--- config.mk ---
export PLATFORM = sky130hd
export DESIGN_NAME = crossclock_cmd_arbiter
export DESIGN_NICKNAME = d
export VERILOG_FILES = /design/src/rtl/crossclock_cmd_arbiter.sv
export SDC_FILE = /design/constraint.sdc
export NUM_CORES = 1
export LEC_CHECK = 0
export ABC_AREA = 1
export ABC_CLOCK_PERIOD_IN_PS = 2700
export BUFFER_PORTS_ARGS = -buffer_cell sky130_fd_sc_hd__buf_2
export CORE_MARGIN = 3
export CORE_UTILIZATION = 25
export DETAILED_ROUTE_END_ITERATION = 12
export GPL_TIMING_DRIVEN = 0
export PLACE_DENSITY = 0.54
export SLEW_MARGIN = 0
export SYNTH_ARGS = -nofsm -noshare
export SYNTH_HDL_FRONTEND = slang
export SYNTH_SLANG_ARGS = --single-unit
--- constraint.sdc ---
create_clock -name src_clk -period 2.7 [get_ports src_clk]
set_input_delay 0.405 -clock src_clk [delete_from_list [all_inputs] [get_ports src_clk]]
set_output_delay 0.405 -clock src_clk [all_outputs]
set_load 0.02 [all_outputs]
--- src/rtl/crossclock_cmd_arbiter.sv ---
// Round-robin arbiter that shares one crossclock_handshake channel between NREQ
// source-domain requesters, holding the granted word stable until the next grant.
module crossclock_cmd_arbiter #(
  parameter int NREQ        = 4,
  parameter int DATA_W      = 8,
  parameter int HOLD_CYCLES = 6
) (
  input  logic                     src_clk,
  input  logic                     reset_n,
  input  logic [NREQ-1:0]          req,
  input  logic [NREQ*DATA_W-1:0]   req_data,
  output logic [NREQ-1:0]          grant,
  output logic                     done,
  output logic [$clog2(NREQ)-1:0]  done_id,
  output logic                     hs_req,
  input  logic                     hs_busy,
  output logic [DATA_W-1:0]        xfer_data,
  output logic [$clog2(NREQ)-1:0]  xfer_id
);

  localparam int ID_W  = $clog2(NREQ);
  localparam int CNT_W = $clog2(HOLD_CYCLES + 1);

  typedef enum logic [1:0] {IDLE, HOLD, DRAIN} state_e;

  state_e             state_q, state_d;
  logic [ID_W-1:0]    ptr_q, ptr_d;
  logic [CNT_W-1:0]   cnt_q, cnt_d;
  logic               hs_req_q, hs_req_d;
  logic [NREQ-1:0]    grant_q, grant_d;
  logic               done_q, done_d;
  logic [ID_W-1:0]    done_id_q, done_id_d;
  logic [DATA_W-1:0]  xfer_data_q, xfer_data_d;
  logic [ID_W-1:0]    xfer_id_q, xfer_id_d;

  logic [NREQ-1:0]    reqRot;
  logic [ID_W:0]      offset;
  logic [ID_W:0]      pickSum;
  logic               pickValid;
  logic [ID_W-1:0]    pickIdx;
  logic [DATA_W-1:0]  pickData;

  // Rotate so bit 0 is the requester at the pointer; lowest set bit wins.
  assign reqRot = NREQ'({req, req} >> ptr_q);

  always_comb begin
    pickValid = 1'b0;
    offset    = '0;
    for (int i = NREQ - 1; i >= 0; i--) begin
      if (reqRot[i]) begin
        pickValid = 1'b1;
        offset    = (ID_W + 1)'(i);
      end
    end
    pickSum = {1'b0, ptr_q} + offset;
    if (pickSum >= (ID_W + 1)'(NREQ)) begin
      pickSum = pickSum - (ID_W + 1)'(NREQ);
    end
    pickIdx = pickSum[ID_W-1:0];
  end

  always_comb begin
    pickData = '0;
    for (int i = 0; i < NREQ; i++) begin
      if (pickIdx == ID_W'(i)) begin
        pickData = req_data[i*DATA_W +: DATA_W];
      end
    end
  end

  always_comb begin
    state_d     = state_q;
    ptr_d       = ptr_q;
    cnt_d       = cnt_q;
    hs_req_d    = hs_req_q;
    grant_d     = '0;
    done_d      = 1'b0;
    done_id_d   = done_id_q;
    xfer_data_d = xfer_data_q;
    xfer_id_d   = xfer_id_q;

    case (state_q)
      IDLE: begin
        // A lingering ack from an aborted transfer keeps busy high and blocks grants.
        if (pickValid && !hs_busy) begin
          xfer_data_d = pickData;
          xfer_id_d   = pickIdx;
          grant_d     = NREQ'(1) << pickIdx;
          hs_req_d    = 1'b1;
          cnt_d       = CNT_W'(HOLD_CYCLES - 1);
          state_d     = HOLD;
        end
      end
      HOLD: begin
        if (cnt_q != '0) begin
          cnt_d = cnt_q - CNT_W'(1);
        end else begin
          hs_req_d = 1'b0;
          state_d  = DRAIN;
        end
      end
      DRAIN: begin
        hs_req_d = 1'b0;
        if (!hs_busy) begin
          done_d    = 1'b1;
          done_id_d = xfer_id_q;
          ptr_d     = (xfer_id_q == ID_W'(NREQ - 1)) ? '0 : xfer_id_q + ID_W'(1);
          state_d   = IDLE;
        end
      end
      default: begin
        hs_req_d = 1'b0;
        state_d  = IDLE;
      end
    endcase
  end

  always_ff @(posedge src_clk or negedge reset_n) begin
    if (!reset_n) begin
      state_q     <= IDLE;
      ptr_q       <= '0;
      cnt_q       <= '0;
      hs_req_q    <= 1'b0;
      grant_q     <= '0;
      done_q      <= 1'b0;
      done_id_q   <= '0;
      xfer_data_q <= '0;
      xfer_id_q   <= '0;
    end else begin
      state_q     <= state_d;
      ptr_q       <= ptr_d;
      cnt_q       <= cnt_d;
      hs_req_q    <= hs_req_d;
      grant_q     <= grant_d;
      done_q      <= done_d;
      done_id_q   <= done_id_d;
      xfer_data_q <= xfer_data_d;
      xfer_id_q   <= xfer_id_d;
    end
  end

  assign grant     = grant_q;
  assign done      = done_q;
  assign done_id   = done_id_q;
  assign hs_req    = hs_req_q;
  assign xfer_data = xfer_data_q;
  assign xfer_id   = xfer_id_q;

endmodule
==> flow_metrics.env, run 1 <==
export IMPL_peakVddDrop_mv=0.4378
export IMPL_dieArea_mm2=0.006756
export IMPL_hold_violations=0
export IMPL_wl_per_cell_um=11.58
export IMPL_hpwl_mm=2.818
export IMPL_cp_num_buf_inv=4
export IMPL_synthMostInstantiatedCell="nand2_1"
export IMPL_yosys_warnings=0
export IMPL_worstPathArrival_ps=2540
export IMPL_cpPeakStageDelay_ps=450
export IMPL_grt_max_degree=26
export IMPL_path_cells="inv_2 -> nand2_1 -> nand3_1 -> nand2_1 -> nand3_1 -> a21boi_0 -> ha_1 -> xnor2_1 -> inv_1 -> nand2_4 -> nand2_4 -> buf_6 -> o22ai_1 -> inv_1 -> nand3b_1 -> nand2_1"
export IMPL_ys_flop_type="dfrtp_1"
export IMPL_syn_inst=187
export IMPL_maxSlewViolCount=0
export IMPL_path_clk_slew_ps=90
export IMPL_power_frac_comb_pct=67.6
export IMPL_dr_pass1_iters=4
export IMPL_final_setup_tns_ps=0
export IMPL_switching_share_pct=52.81
export IMPL_numCtsBuffers=3
export IMPL_critPathMaxFanout=10
export IMPL_relSlewSlack_pct=62.37
export IMPL_ys_seq_elements=25
export IMPL_start_util_pct=26.04
export IMPL_cts_root_buf="clkbuf_8"
export IMPL_cp_required_ps=2870
export IMPL_seq_power_share_pct=23.9
export IMPL_antenna_found_initial=0
export IMPL_worstSetupPathType="reg -> reg"
export IMPL_syn_area_mm2=0.001451
export IMPL_avgSynthCellArea_um2=7.761
export IMPL_fin_crit_sh_pct=87.90
export IMPL_min_period_ps=2373
export IMPL_p_per_area_mw_per_mm2=1426
export IMPL_ios=57
export IMPL_syn_to_final_growth_pct=28.62
export IMPL_dieWidth_um=82.20
export IMPL_rsz0062_at_grt="no"
export IMPL_cp_top_family="simple AND/OR/NAND/NOR gates"
export IMPL_drtAntennaViolNets=0
export IMPL_design_area_mm2=0.001867
export IMPL_vias=1388
export IMPL_hold_buffers=0
export IMPL_fillers=605
export IMPL_seq_area_frac_synth_pct=43.10
export IMPL_synth_top_area_share_pct=43.10
export IMPL_clockBufferDepth=2
export IMPL_fmax_ghz=0.4214
export IMPL_finalWeightedCongestion=0.7189
export IMPL_async_flop_share_pct=100.0
export IMPL_critPathCaptureType="register"
export IMPL_power_mw=2.662
export IMPL_critPathMostFrequentCell="nand2_1"
export IMPL_port_buffers=56
export IMPL_maxCapViolations=0
export IMPL_cts_tree="yes"
export IMPL_synth_edf_count=0
export IMPL_fin_nets=291
export IMPL_hp_class="in -> async"
export IMPL_drtIter0Drc=68
export IMPL_post_cts_setup_buffers=0
export IMPL_grt_pass1_vias=1271
export IMPL_std_cell_rows=27
export IMPL_synth_nets=230
export IMPL_cp_slowest_cell="dfrtp_1"
export IMPL_yosys_area_top_type="dfrtp_1"
export IMPL_grt_pass1_wl_mm=6.037
export IMPL_grt_ovfl_total=0
export IMPL_wirelength_mm=3.693
export IMPL_dpl_instance_area_mm2=0.001822
export IMPL_setup_worst_path_start_class="register"
export IMPL_leakage_nw=1.045
export IMPL_antenna_cells=0
export IMPL_synth_common_cells="nand2_1, dfrtp_1, inv_1"
export IMPL_fin_util_pct=33.49
export IMPL_cts_repair_resized=0
export IMPL_clkPwrFrac_pct=8.5
export IMPL_yosys_top_cells_area="dfrtp_1, nand2_1, nand3_1"
export IMPL_clk_latency_ps=260
export IMPL_setup_violations=0
export IMPL_fin_worst_skew_ps=2.352
export IMPL_grt_usage_pct=11.64
export IMPL_synth_cell_types=31
export IMPL_cell_internal_pwr_mw=1.256
export IMPL_final_layout_size_suffix_gt1_share_pct=31.58
export IMPL_worst_slew_pin_slew_ps=564.4
export IMPL_vias_per_cell=4.351
export IMPL_drc=0
export IMPL_die_h_um=82.20
export IMPL_status="finished, final reports clean"
export IMPL_cts_max_level=1
export IMPL_p_sw_mw=1.406
export IMPL_cts_sinks=25
export IMPL_core_area_mm2=0.005574
-- layer usage --
| metal | vias up | GRT usage (%) | wire, um |
|---|---|---|---|
| li1 | 725 | - | - |
| met1 | 628 | 16.22 | 1732 |
| met2 | 33 | 18.03 | 1703 |
| met3 | 2 | 2.711 | 234 |
| met4 | 0 | 2.990 | 23 |
| met5 | - | 0 | 0 |
-- through the flow --
| stage | hold WS, ps | setup slack [ps] | std cells |
|---|---|---|---|
| 3_3_place_gp | 445.6 | 332.3 | 315 |
| 3_5_place_dp | 445.1 | 324.8 | 315 |
| 6_report | 117.4 | 326.8 | 319 |
| 4_1_cts | 146.8 | 302.5 | 319 |
| 2_1_floorplan | 109.4 | 586.4 | 187 |
| 5_1_grt | 169.6 | 11.33 | 319 |
-- worst register-to-register path, stage by stage (launching register included) --
cell      delay (ps)
dfrtp_1          450
inv_2            110
nand2_1           70
nand3_1           70
nand2_1           70
nand3_1           60
a21boi_0          80
ha_1             200
xnor2_1          300
inv_1            130
nand2_4          160
nand2_4          100
buf_6            160
o22ai_1          130
inv_1             60
nand3b_1          80
nand2_1           50
-- area by class of cell --
type | count | area, um2 | area share, %
buffer | 3 | 20.02 | 1.072
multi-input combinational | 136 | 718.2 | 38.47
timing repair buffer | 56 | 280.3 | 15.01
sequential | 25 | 625.6 | 33.51
inverter | 23 | 87.58 | 4.692
clock buffer | 4 | 45.04 | 2.413
tap | 72 | 90.09 | 4.826
-- registers in the layout, summed over array words and instances, names as in the netlist --
register,flops
grant,4
cnt_q,3
xfer_id,2
done_id,2
state_q,2
done,1
xfer_data,8
hs_req,1
ptr_q,2
-- cell usage in the layout (no fill, tap or decap), types with 6 or more instances in the layout --
cell type / n
nand4_1: 6
nand2_1: 54
nand3_1: 18
dfrtp_1: 25
buf_2: 57
inv_1: 19
nor2_1: 13
o21ai_0: 7
a21oi_1: 6
-- cells by family (layout without fill, tap and decap cells) --
| kind of cell | count (synthesis) | after routing | share of synthesized area (%) |
|---|---|---|---|
| AO/OA/AOI/OAI | 24 | 24 | 9.311 |
| XOR/XNOR | 1 | 1 | 0.6036 |
| adder cells (fa/ha/maj) | 4 | 4 | 3.448 |
| buffers and inverters | 26 | 86 | 7.413 |
| flip-flops | 25 | 25 | 43.10 |
| AND/OR/NAND/NOR | 107 | 107 | 36.12 |
-- power groups by stage --
stage | logic (mW) | clock network [mW] | registers [mW]
floorplan | 1.25 | 0 | 0.768
global placement | 1.80 | 0 | 0.646
detailed placement | 1.82 | 0 | 0.642
CTS | 1.82 | 0.236 | 0.637
global route | 2.06 | 0.251 | 0.655
finish | 1.80 | 0.226 | 0.636
-- worst paths after layout --
path | startpoint | end | slack (ps) | cells after the start
min in group src_clk | req_data[28] | xfer_data[4] | 350 | 3
hold reg to reg | xfer_data[1] | xfer_data[1] | 490 | 2
hold / removal | reset_n | grant[1] | 120 | 1
setup / recovery | ptr_q[0] | xfer_data[7] | 330 | 16
setup reg to reg | ptr_q[0] | xfer_data[7] | 330 | 16
max in group asynchronous | reset_n | grant[2] | 2200 | 1
Power figures use the tool's default switching activity.
==> run 2: changes to the inputs <==
Settings changed: CORE_MARGIN 3 to default, CTS_BUF_LIST from default to sky130_fd_sc_hd__clkbuf_4 sky130_fd_sc_hd__clkbuf_8.
==> run 2 against run 1 <==
  * Register-to-register slack barely moved
  * Global-route usage rose by 1.1 points
  * Via count rose by 0.86%
  * Critical path depth fell by 3
  * Sequential cell count did not move
  * Fmax fell by 0.36%
  * Non-clock buffer count did not move
  * Critical path type unchanged
  * Largest power group unchanged
==> flow_metrics.env, run 2 (same netlist as run 1, synthesis figures left out) <==
export IMPL_status="finished, final reports clean"
export IMPL_critPathCaptureType="register"
export IMPL_regArea_um2=625.6
export IMPL_cts_tree="yes"
export IMPL_drc=0
export IMPL_worstSetupPathType="reg -> reg"
export IMPL_vias_per_cell=4.389
export IMPL_dr_pass1_iters=4
export IMPL_leakage_nw=1.054
export IMPL_fin_crit_sh_pct=88.21
export IMPL_hold_violations=0
export IMPL_drtAntennaViolNets=0
export IMPL_dieWidth_um=78.20
export IMPL_maxCapViolations=0
export IMPL_layout_common_cells="buf_2, nand2_1, dfrtp_1, inv_1, nand3_1"
export IMPL_peakVddDrop_mv=0.4674
export IMPL_placedCellCount=315
export IMPL_cts_max_level=1
export IMPL_relSlewSlack_pct=60.70
export IMPL_cts_root_buf="clkbuf_8"
export IMPL_fillers=627
export IMPL_grt_ovfl_total=0
export IMPL_fin_nets=291
export IMPL_worst_slew_pin_slew_ps=589.5
export IMPL_setup_worst_path_start_class="register"
export IMPL_setup_ws_ps=318.3
export IMPL_antenna_cells=0
export IMPL_clk_latency_ps=270
export IMPL_multi_input_area_um2=725.7
export IMPL_layout_cells_non_filler=319
export IMPL_p_per_area_mw_per_mm2=1445
export IMPL_fmax_ghz=0.4199
export IMPL_min_period_ps=2382
export IMPL_wirelength_mm=3.781
export IMPL_start_util_pct=26.20
export IMPL_maxSlewViolCount=0
export IMPL_port_buffers=56
export IMPL_fin_worst_skew_ps=4.574
export IMPL_layout_commonest_cell="buf_2"
export IMPL_numCtsBuffers=3
export IMPL_final_setup_tns_ps=0
export IMPL_grt_pass1_wl_mm=6.099
export IMPL_dieArea_mm2=0.006114
export IMPL_worstPathArrival_ps=2600
export IMPL_drtIter0Drc=53
export IMPL_hp_class="in -> async"
export IMPL_place_ws_ps=334.4
export IMPL_std_cell_rows=27
export IMPL_clockBufferDepth=2
export IMPL_grt_usage_pct=12.77
export IMPL_antenna_found_initial=0
export IMPL_die_h_um=78.20
export IMPL_cp_required_ps=2910
export IMPL_cts_sinks=25
export IMPL_critPathMaxFanout=10
export IMPL_path_clk_slew_ps=90
export IMPL_grt_pass1_vias=1274
export IMPL_rsz0062_at_grt="no"
export IMPL_setup_violations=0
export IMPL_final_layout_size_suffix_gt1_share_pct=32.39
export IMPL_syn_to_final_growth_pct=29.40
export IMPL_wl_per_cell_um=11.85
export IMPL_core_area_mm2=0.005540
export IMPL_grt_max_degree=26
export IMPL_hold_buffers=0
export IMPL_largest_register_ffs=8
export IMPL_vias=1400
export IMPL_finalWeightedCongestion=0.7639
export IMPL_ios=57
export IMPL_hpwl_mm=2.826
-- run 2: changes by cell type in the layout (fill, tap and decap cells not counted) --
cell      previous run  this run
clkbuf_1             2         1
clkbuf_4             0         1
xnor2_1              1         0
xnor2_2              0         1
-- run 2: power by group --
part,total [mW],switching (mW),internal (mW)
clock,0.240,0.125,0.116
sequential,0.639,0.102,0.537
combinational,1.83,1.21,0.627
total,2.71,1.43,1.28
-- run 2: through the flow --
| stage | util [%] | area, um2 | hold slack (ps) | power (mW) |
|---|---|---|---|---|
| floorplan | - | 1451 | 109.4 | 2.014 |
| global placement | 32.88 | 1822 | 444.2 | 2.447 |
| detailed placement | 32.88 | 1822 | 448.9 | 2.469 |
| CTS | 33.76 | 1871 | 142.0 | 2.719 |
| global route | 33.90 | 1878 | 168.8 | 3.015 |
| finish | 33.90 | 1878 | 125.0 | 2.714 |
-- run 2: final cells by class --
type                    instances  share of cell area (%)
multi-input cells             136                   38.64
repair buffers                 56                   14.92
plain buffers                   3                   1.066
inverters                      23                   4.664
flip-flops and latches         25                   33.31
clock buffers                   4                   2.598
well taps                      72                   4.797
-- run 2: metal layers --
layer	share of wire [%]	up-vias	global-route usage (%)
met2	46	35	19.65
met4	1.3	0	4.444
met5	0	-	0
met3	4.3	4	2.209
li1	-	728	-
met1	49	633	17.90
-- run 2: worst paths after layout --
kind / startpoint / end / slack [ps] / cells after the start
worst max-delay path: ptr_q[0] / xfer_data[3] / 320 / 13
worst min-delay path: reset_n / grant[1] / 120 / 1
worst max register to register: ptr_q[0] / xfer_data[3] / 320 / 13
worst min register to register: xfer_data[1] / xfer_data[1] / 480 / 2
max in group asynchronous: reset_n / hs_req / 2190 / 1
min in group src_clk: req_data[29] / xfer_data[5] / 340 / 3
-- run 2: worst max-delay path, stage by stage (launching register included) --
cell and delay (ps):
dfrtp_1 470, inv_2 90, nand2_1 80, nand3_1 60
nand2_1 110, nand3_1 70, a21boi_0 170, ha_1 360
inv_1 170, clkbuf_1 380, o21ai_0 170, nand2_1 90
nand2_1 50, nand3_1 60
-- run 2: timing repair --
| item | CTS | global route |
|---|---|---|
| setup endpoints to repair | 0 | 1 |
| buffers inserted | 0 | 0 |
| gates resized for setup | 0 | 1 |
==> run 3: changes to the inputs <==
Settings changed: GPL_TIMING_DRIVEN 0 to default, SETUP_SLACK_MARGIN from default to 0.2.
==> run 3 against run 2 <==
  * Setup slack better by 110 ps
  * Wire length is 0.11% lower
  * Fmax up 4.7%
  * Clock power decreased by 6%
  * Largest power group unchanged
==> flow_metrics.env, run 3 (same netlist as run 1, synthesis figures left out) <==
export IMPL_status="finished, final reports clean"
export IMPL_hpwl_mm=2.887
export IMPL_cts_tree="yes"
export IMPL_start_util_pct=26.20
export IMPL_grt_ovfl_total=0
export IMPL_critPathMostFrequentCell="nand2_1"
export IMPL_dieWidth_um=78.20
export IMPL_maxSlewViolCount=0
export IMPL_cpPeakStageDelay_ps=480
export IMPL_worstSetupPathType="reg -> reg"
export IMPL_design_area_mm2=0.001926
export IMPL_grt_pass1_wl_mm=6.258
export IMPL_worst_slew_pin_slew_ps=588.1
export IMPL_p_per_area_mw_per_mm2=1446
export IMPL_cts_max_level=1
export IMPL_syn_to_final_growth_pct=32.67
export IMPL_drtAntennaViolNets=0
export IMPL_path_clk_slew_ps=90
export IMPL_drc=0
export IMPL_layout_commonest_cell="buf_2"
export IMPL_min_period_ps=2275
export IMPL_setup_violations=0
export IMPL_cp_required_ps=2910
export IMPL_finalHoldWorstSlack_ps=125.8
export IMPL_place_ws_ps=286.7
export IMPL_leakage_nw=1.075
export IMPL_core_area_mm2=0.005540
export IMPL_wirelength_mm=3.777
export IMPL_vias=1427
export IMPL_finalWeightedCongestion=0.8053
export IMPL_maxCapViolations=0
export IMPL_layout_cells_non_filler=323
export IMPL_grt_usage_pct=12.91
export IMPL_std_cell_rows=27
export IMPL_drtIter0Drc=57
export IMPL_fin_crit_sh_pct=84.26
export IMPL_placedCellCount=312
export IMPL_clockBufferDepth=2
export IMPL_fin_worst_skew_ps=5.958
export IMPL_ios=57
export IMPL_grt_pass1_vias=1359
export IMPL_antenna_cells=0
export IMPL_wl_per_cell_um=11.69
export IMPL_fin_util_pct=34.76
export IMPL_fin_nets=295
export IMPL_critPathCaptureType="register"
export IMPL_dr_pass1_iters=4
export IMPL_dpl_instance_area_mm2=0.001802
export IMPL_power_mw=2.785
export IMPL_setup_worst_path_start_class="register"
export IMPL_largest_register_ffs=8
export IMPL_worstPathArrival_ps=2480
export IMPL_final_setup_tns_ps=0
export IMPL_cts_root_buf="clkbuf_8"
export IMPL_path_cells="inv_2 -> nand3_1 -> nand2_1 -> nand3_1 -> a21boi_1 -> ha_2 -> xnor2_2 -> nand3_4 -> nand2_8 -> nand2_4 -> nor2_8 -> nand2_1 -> nand2_1 -> inv_1 -> nand2_1"
export IMPL_rsz0062_at_grt="no"
export IMPL_hp_class="in -> async"
export IMPL_numCtsBuffers=3
export IMPL_peakVddDrop_mv=0.4307
export IMPL_relSlewSlack_pct=60.79
export IMPL_layout_common_cells="buf_2, nand2_1, dfrtp_1, inv_1, nand3_1"
export IMPL_clk_latency_ps=270
export IMPL_ff2ff_path_depth=15
export IMPL_antenna_found_initial=0
export IMPL_fmax_ghz=0.4396
export IMPL_grt_max_degree=26
export IMPL_vias_per_cell=4.418
export IMPL_dieArea_mm2=0.006114
export IMPL_die_h_um=78.20
export IMPL_hold_buffers=0
export IMPL_final_layout_size_suffix_gt1_share_pct=34.66
export IMPL_cts_sinks=25
export IMPL_cp_slowest_cell="dfrtp_1"
export IMPL_critPathMaxFanout=14
export IMPL_port_buffers=56
export IMPL_setup_ws_ps=425.1
export IMPL_hold_violations=0
run 3: cell count changes in the layout (fill, tap and decap cells not counted), sizes merged:
| cell | change |
|---|---|
| clkbuf | -2 |
| buf | +5 |
| clkinv | +1 |
run 3: layout make-up:
class | instances | area [um2]
Inverter | 23 | 87.58
Multi-Input combinational cell | 136 | 742.0
Timing Repair Buffer | 63 | 332.8
Tap cell | 72 | 90.09
Sequential cell | 25 | 626.9
Fill cell | 618 | 3615
Clock buffer | 3 | 41.29
Clock inverter | 1 | 5.005
run 3: layer usage:
layer / GRT usage [%] / part of all wire [%] / up-vias
met5: 0 / 0 / -
li1: - / - / 738
met1: 17.52 / 47 / 656
met4: 3.889 / 1.2 / 0
met3: 2.442 / 4.3 / 4
met2: 20.70 / 48 / 29
run 3: worst paths after layout:
| kind | startpoint | endpoint | slack (ps) |
|---|---|---|---|
| worst max-delay path | ptr_q[1] | xfer_data[7] | 430 |
| worst min-delay path | reset_n | xfer_data[0] | 130 |
| worst max register to register | ptr_q[1] | xfer_data[7] | 430 |
| worst min register to register | xfer_data[1] | xfer_data[1] | 490 |
| max in group asynchronous | reset_n | ptr_q[0] | 2150 |
| min in group src_clk | req_data[27] | xfer_data[3] | 340 |
run 3: what timing repair did:
action,CTS,global route
buffers inserted,0,7
endpoints found under the hold margin,0,0
resized for setup,0,6
setup endpoints to repair,0,8
run 3: power breakdown:
group	switching, mW	internal (mW)	leakage, nW	total (mW)
clock network	0.123	0.103	0.0255	0.226
logic	1.21	0.709	0.738	1.92
registers	0.104	0.539	0.311	0.644
run 3: critical path: cells and delay by family (launching register included):
kind	cells	cell delay, ps
fa+ha+maj	1	220
flops	1	480
compound gates	1	150
simple gates	10	1050
xor+xnor	1	140
buf+inv	2	170
